$ cat src/rtl/dma_pkg.sv
// Shared constants for the single-channel DMA sequencer: bus widths,
// memory geometry, read latency and FSM state encodings.
package dma_pkg;

  localparam int DMA_ADDR_W = 8;
  localparam int DMA_DATA_W = 32;
  localparam int MEM_DEPTH  = 192;
  // Top word holds the memory's own free-slot counter; DMA must never touch it.
  localparam int RSVD_ADDR  = MEM_DEPTH - 1;
  // Memory registers its read data, so data trails the address by one clock.
  localparam int READ_LAT   = 1;

  localparam logic [2:0] ST_IDLE    = 3'd0;
  localparam logic [2:0] ST_REQ     = 3'd1;
  localparam logic [2:0] ST_RD      = 3'd2;
  localparam logic [2:0] ST_RD_WAIT = 3'd3;
  localparam logic [2:0] ST_WR      = 3'd4;
  localparam logic [2:0] ST_FIN     = 3'd5;

endpackage

$ cat src/rtl/dma_range_check.sv
// Combinational admission check for a copy request. Sums are one bit wider
// than the address so that end-of-block never wraps. An empty block is a
// legal no-op whatever its addresses are, but a full memory always refuses.
module dma_range_check
  import dma_pkg::*;
#(
  parameter int ADDR_W = DMA_ADDR_W
) (
  input  logic [ADDR_W-1:0] i_src,
  input  logic [ADDR_W-1:0] i_dst,
  input  logic [ADDR_W-1:0] i_count,
  input  logic              i_memfull,
  output logic              o_zero,
  output logic              o_err,
  output logic              o_ok
);

  localparam logic [ADDR_W:0] LAST_FREE = (ADDR_W+1)'(RSVD_ADDR - 1);

  logic [ADDR_W:0] w_src_last;
  logic [ADDR_W:0] w_dst_last;

  // Last word touched on each side, and the resulting accept/refuse flags.
  always_comb begin
    // NOTE: every output gets a default first so no path can infer a latch.
    w_src_last = '0;
    w_dst_last = '0;
    o_zero     = 1'b0;
    o_err      = 1'b0;
    o_ok       = 1'b0;

    w_src_last = {1'b0, i_src} + {1'b0, i_count} - (ADDR_W+1)'(1);
    w_dst_last = {1'b0, i_dst} + {1'b0, i_count} - (ADDR_W+1)'(1);
    o_zero     = (i_count == '0);
    o_err      = i_memfull |
                 (!o_zero & ((w_src_last > LAST_FREE) | (w_dst_last > LAST_FREE)));
    o_ok       = !o_err & !o_zero;
  end

endmodule

$ cat src/rtl/dma_xfer_ctrl.sv
// Single-channel DMA sequencer. Copies a block of words src -> dst in
// ascending order over the shared memory bus after winning it from the CPU
// through hold_req/hold_ack. Each word is read, waited on, then written;
// a word in flight always completes before the bus can be given back.
module dma_xfer_ctrl
  import dma_pkg::*;
#(
  parameter int ADDR_W = DMA_ADDR_W,
  parameter int DATA_W = DMA_DATA_W
) (
  input  logic              i_clk,
  input  logic              i_reset,
  input  logic              i_start,
  input  logic [ADDR_W-1:0] i_src_addr,
  input  logic [ADDR_W-1:0] i_dst_addr,
  input  logic [ADDR_W-1:0] i_count,
  input  logic              i_memfull,
  input  logic              i_hold_ack,
  output logic              o_hold_req,
  output logic              o_busy,
  output logic              o_done,
  output logic              o_err,
  output logic              o_mem_wr,
  output logic [ADDR_W-1:0] o_mem_addr,
  output logic [DATA_W-1:0] o_mem_wdata,
  output logic              o_mem_drive,
  input  logic [DATA_W-1:0] i_mem_rdata
);

  logic [2:0]        r_state;
  logic [ADDR_W-1:0] r_src;
  logic [ADDR_W-1:0] r_dst;
  logic [ADDR_W-1:0] r_remaining;
  logic [3:0]        r_lat_cnt;
  logic              r_hold_req;
  logic              r_busy;
  logic              r_done;
  logic              r_err;
  logic              r_mem_wr;
  logic [ADDR_W-1:0] r_mem_addr;
  logic [DATA_W-1:0] r_mem_wdata;
  logic              r_mem_drive;

  logic w_zero;
  logic w_err;
  logic w_ok;

  dma_range_check #(
    .ADDR_W (ADDR_W)
  ) u_range_check (
    .i_src     (i_src_addr),
    .i_dst     (i_dst_addr),
    .i_count   (i_count),
    .i_memfull (i_memfull),
    .o_zero    (w_zero),
    .o_err     (w_err),
    .o_ok      (w_ok)
  );

  // Transfer FSM plus address/count/data registers; all outputs registered.
  always_ff @(posedge i_clk) begin
    // NOTE: sequential state uses non-blocking assignments so every register
    // sees the pre-edge values of the others, regardless of statement order.
    if (i_reset) begin
      r_state     <= ST_IDLE;
      r_src       <= '0;
      r_dst       <= '0;
      r_remaining <= '0;
      r_lat_cnt   <= '0;
      r_hold_req  <= 1'b0;
      r_busy      <= 1'b0;
      r_done      <= 1'b0;
      r_err       <= 1'b0;
      r_mem_wr    <= 1'b0;
      r_mem_addr  <= '0;
      r_mem_wdata <= '0;
      r_mem_drive <= 1'b0;
    end else begin
      r_done <= 1'b0;
      case (r_state)
        ST_IDLE: begin
          if (i_start) begin
            if (w_err) begin
              r_err  <= 1'b1;
              r_done <= 1'b1;
            end else if (w_zero) begin
              r_err  <= 1'b0;
              r_done <= 1'b1;
            end else if (w_ok) begin
              r_err       <= 1'b0;
              r_src       <= i_src_addr;
              r_dst       <= i_dst_addr;
              r_remaining <= i_count;
              r_busy      <= 1'b1;
              r_hold_req  <= 1'b1;
              r_state     <= ST_REQ;
            end
          end
        end

        ST_REQ: begin
          if (i_hold_ack) begin
            r_mem_addr  <= r_src;
            r_mem_wr    <= 1'b0;
            r_mem_drive <= 1'b0;
            r_state     <= ST_RD;
          end
        end

        ST_RD: begin
          r_lat_cnt <= '0;
          r_state   <= ST_RD_WAIT;
        end

        ST_RD_WAIT: begin
          if (r_lat_cnt == 4'(READ_LAT - 1)) begin
            r_mem_wdata <= i_mem_rdata;
            r_mem_addr  <= r_dst;
            r_mem_wr    <= 1'b1;
            r_mem_drive <= 1'b1;
            r_state     <= ST_WR;
          end else begin
            r_lat_cnt <= r_lat_cnt + 4'd1;
          end
        end

        ST_WR: begin
          r_mem_wr    <= 1'b0;
          r_mem_drive <= 1'b0;
          r_src       <= r_src + ADDR_W'(1);
          r_dst       <= r_dst + ADDR_W'(1);
          r_remaining <= r_remaining - ADDR_W'(1);
          if (r_remaining == ADDR_W'(1)) begin
            r_hold_req <= 1'b0;
            r_busy     <= 1'b0;
            r_done     <= 1'b1;
            r_state    <= ST_FIN;
          end else if (i_hold_ack) begin
            r_mem_addr <= r_src + ADDR_W'(1);
            r_state    <= ST_RD;
          end else begin
            // CPU took the bus back: keep requesting, wait in REQ.
            r_state <= ST_REQ;
          end
        end

        ST_FIN: begin
          r_state <= ST_IDLE;
        end

        default: begin
          r_state <= ST_IDLE;
        end
      endcase
    end
  end

  assign o_hold_req  = r_hold_req;
  assign o_busy      = r_busy;
  assign o_done      = r_done;
  assign o_err       = r_err;
  assign o_mem_wr    = r_mem_wr;
  assign o_mem_addr  = r_mem_addr;
  assign o_mem_wdata = r_mem_wdata;
  assign o_mem_drive = r_mem_drive;

endmodule

$ cat config.mk
export PLATFORM = sky130hd
export DESIGN_NAME = dma_xfer_ctrl
export DESIGN_NICKNAME = d
export VERILOG_FILES = /design/src/rtl/dma_pkg.sv /design/src/rtl/dma_range_check.sv /design/src/rtl/dma_xfer_ctrl.sv
export SDC_FILE = /design/constraint.sdc
export NUM_CORES = 1
export LEC_CHECK = 0
export BUFFER_PORTS_ARGS = -buffer_cell sky130_fd_sc_hd__buf_4
export CORE_MARGIN = 2
export CORE_UTILIZATION = 55
export CTS_CLUSTER_SIZE = 28
export DETAILED_ROUTE_END_ITERATION = 7
export GPL_TIMING_DRIVEN = 0
export HOLD_SLACK_MARGIN = 0.1
export PLACE_DENSITY = 0.82
export SYNTH_ARGS = -nofsm -noshare
export SYNTH_HDL_FRONTEND = slang
export SYNTH_SLANG_ARGS = --single-unit
$ cat constraint.sdc
create_clock -name i_clk -period 8.9 [get_ports i_clk]
set_input_delay 1.335 -clock i_clk [delete_from_list [all_inputs] [get_ports i_clk]]
set_output_delay 1.335 -clock i_clk [all_outputs]
set_load 0.005 [all_outputs]
==> impl_metrics.ini <==
[status]
status = completed

[synth]
synth_ff_type = dfxtp_1
syn_avg_cell_area_um2 = 7.61
synth_area_um2 = 4470
synth-edff-count = 0
synth.net_count = 687
yosys_warnings = 0
ys_types = 53
synth-async-reset-ratio_pct = 0
ys_seq_elements = 75
yosysSeqAreaShare_pct = 33.6
syn_inst = 588

[sta]
setup_viol = 0
holdWs_ps = 459
slew_headroom_pct = 50.7
setup_tns_ps = 0
fin_crit_sh_pct = 49.2
finalMaxSlewViolations = 0
clock_skew_ps = 9.46
tightest_slew_ps = 734
hold_violations = 0
rsz0062_at_grt = no
min_period_ps = 4370
fmax_mhz = 229
finalWorstSetupSlack_ps = 4530

[pwr]
p_sw_w = 0.000253
leakage_nw = 2.46
peakVddDrop_v = 0.0000823
p_sw_share_pct = 29.6
seqPwrFrac_pct = 41.8
p_int_w = 0.000602
p_comb_share_pct = 21.9
power.density_nw_per_um2 = 152
clkPwrFrac_pct = 36.3

[setup_path]
path_class = in -> reg
r2r_start = r_lat_cnt[0]
path_max_fanout = 10
cp_data_required_time_ps = 9120
crit_path_start = i_count[1]
crit_arrival_ps = 4590
critPathLaunchType = primary input
crit_path_end_kind = flip-flop

[global_route]
gr-usage-all-layers_pct = 29.0
grt_pass1_wl_um = 20400
grt_use_met1_pct = 36.6
use_met3_pct = 4.98
antenna_found_initial = 0
busiest_layer = met2
grt.met2_usage_pct = 49.8
grt_overflow = 0
grt_pass1_vias = 4382
grt_max_degree = 15

[layout]
layout.area.seq_um2 = 1500
multi_input_area_um2 = 2620
fill_cells = 652
mostFrequentLayoutCells = buf_4 (107), nand2_1 (104), dfxtp_1 (75)
drive_gt1_share_pct = 18.8
final_nets = 803
final_core_util_pct = 72.0
final_common_cell = buf_4
area_growth_pct = 25.7
fin_cells = 811
diodes = 0

[placed_design]
gp_congestion = 0.874
portBuffers = 105
place_inst = 795
preCtsSetupSlack_ps = 4210
hpwl_um = 9800

[die]
coreArea_um2 = 7810
die_x_um = 94.2
rows = 32
ios = 107
die_area_um2 = 8870
start_util_pct = 57.3
die_h_um = 94.2

[clock_network]
clk_pin_slew_worst_paths_ps = 90
cts_buffers = 9
clk_latency_ps = 360
cts_tree = built
cts-resized-gates = 0
cts_max_level = 3
ctsHoldBuffers = 0
cts_root_buf = clkbuf_8
clk_path_buf_depth = 2
post-cts-setup-buffers = 0
clock-sinks = 75

[min_path]
min_from = o_mem_wdata[29]
hp-class = reg -> reg

[routing]
drt_wl_total_um = 12700
drc = 0
vias = 4620
viasPerCell = 5.70
firstDrtPassIters = 5
drt_first_iter_violations = 402
wl_per_cell_um = 15.7
ant_nets = 0

[job]
maxCapViolations = 0
[stage by stage]
stage	power [W]	instance area [µm²]
finish	0.000855	5620
detailed placement	0.000549	5390
floorplan	0.000485	4470
global placement	0.000541	5390
global route	0.000894	5620
CTS	0.000855	5620
[synthesized netlist by cell type, drive strengths merged, types with 6 or more instances]
master	instances	area, µm²
nand2	104	390
dfxtp	75	1500
a21oi	68	344
inv	57	214
nor2	42	158
ha	36	450
clkbuf	27	101
o21ai	27	135
a211oi	16	125
xnor2	10	87.6
and3	9	56.3
nor3	9	45.0
a221oi	7	78.8
nand3	7	35.0
a311oi	6	52.6
and2	6	37.5
[worst paths after layout]
path	to	slack [ps]	depth (start not counted)
setup / recovery	r_dst[3]	4530	15
hold / removal	o_mem_wdata[29]	460	2
setup reg to reg	o_mem_addr[5]	6220	10
hold reg to reg	o_mem_wdata[29]	460	2
[routing by layer]
layer / wire, µm / up-vias
li1: - / 2264
met3: 792 / 23
met2: 6350 / 191
met4: 223 / 0
met5: 0 / -
met1: 5320 / 2142
[logic make-up (layout without fill, tap and decap cells)]
family	count (synthesis)	count (layout)	synth area share, %
and+or+nand+nor	213	213	21.8
AOI/OAI and AO/OA	157	157	22.3
buffers and inverters	88	209	7.89
DFF	75	75	33.6
adders and majority gates	38	38	11.0
xor gates and xnor gates	13	13	2.54
muxes	4	4	0.895
[critical path, stage by stage]
cell	delay [ps]
buf_4	90
inv_1	60
ha_1	270
inv_1	40
ha_1	220
fa_1	410
a211oi_1	310
o21bai_1	110
nor3b_1	140
a22o_1	280
a221oi_4	510
a21oi_2	170
clkbuf_1	280
a22oi_1	250
a21oi_1	90
[power groups by stage]
stage	sequential (W)	combinational, W	clock, W
CTS	0.000357	0.000186	0.000313
global route	0.000359	0.000209	0.000327
floorplan	0.000363	0.000122	0
finish	0.000357	0.000187	0.000310
detailed placement	0.000364	0.000184	0
global placement	0.000364	0.000177	0
[registers in the layout, summed over array words and instances (netlist names), 3 cells and up]
register	cells
o_mem_wdata	32
o_mem_addr	8
r_dst	8
r_remaining	8
r_src	8
r_lat_cnt	4
r_state	3
[cell type report]
cell class / count / share of cell area, %
Inverter: 57 / 3.80
Clock buffer: 10 / 2.45
Multi-Input combinational cell: 425 / 46.6
Timing Repair Buffer: 105 / 14.0
Clock inverter: 6 / 1.71
Tap cell: 102 / 2.27
Buffer: 31 / 2.47
Sequential cell: 75 / 26.7
Power figures use the tool's default switching activity.
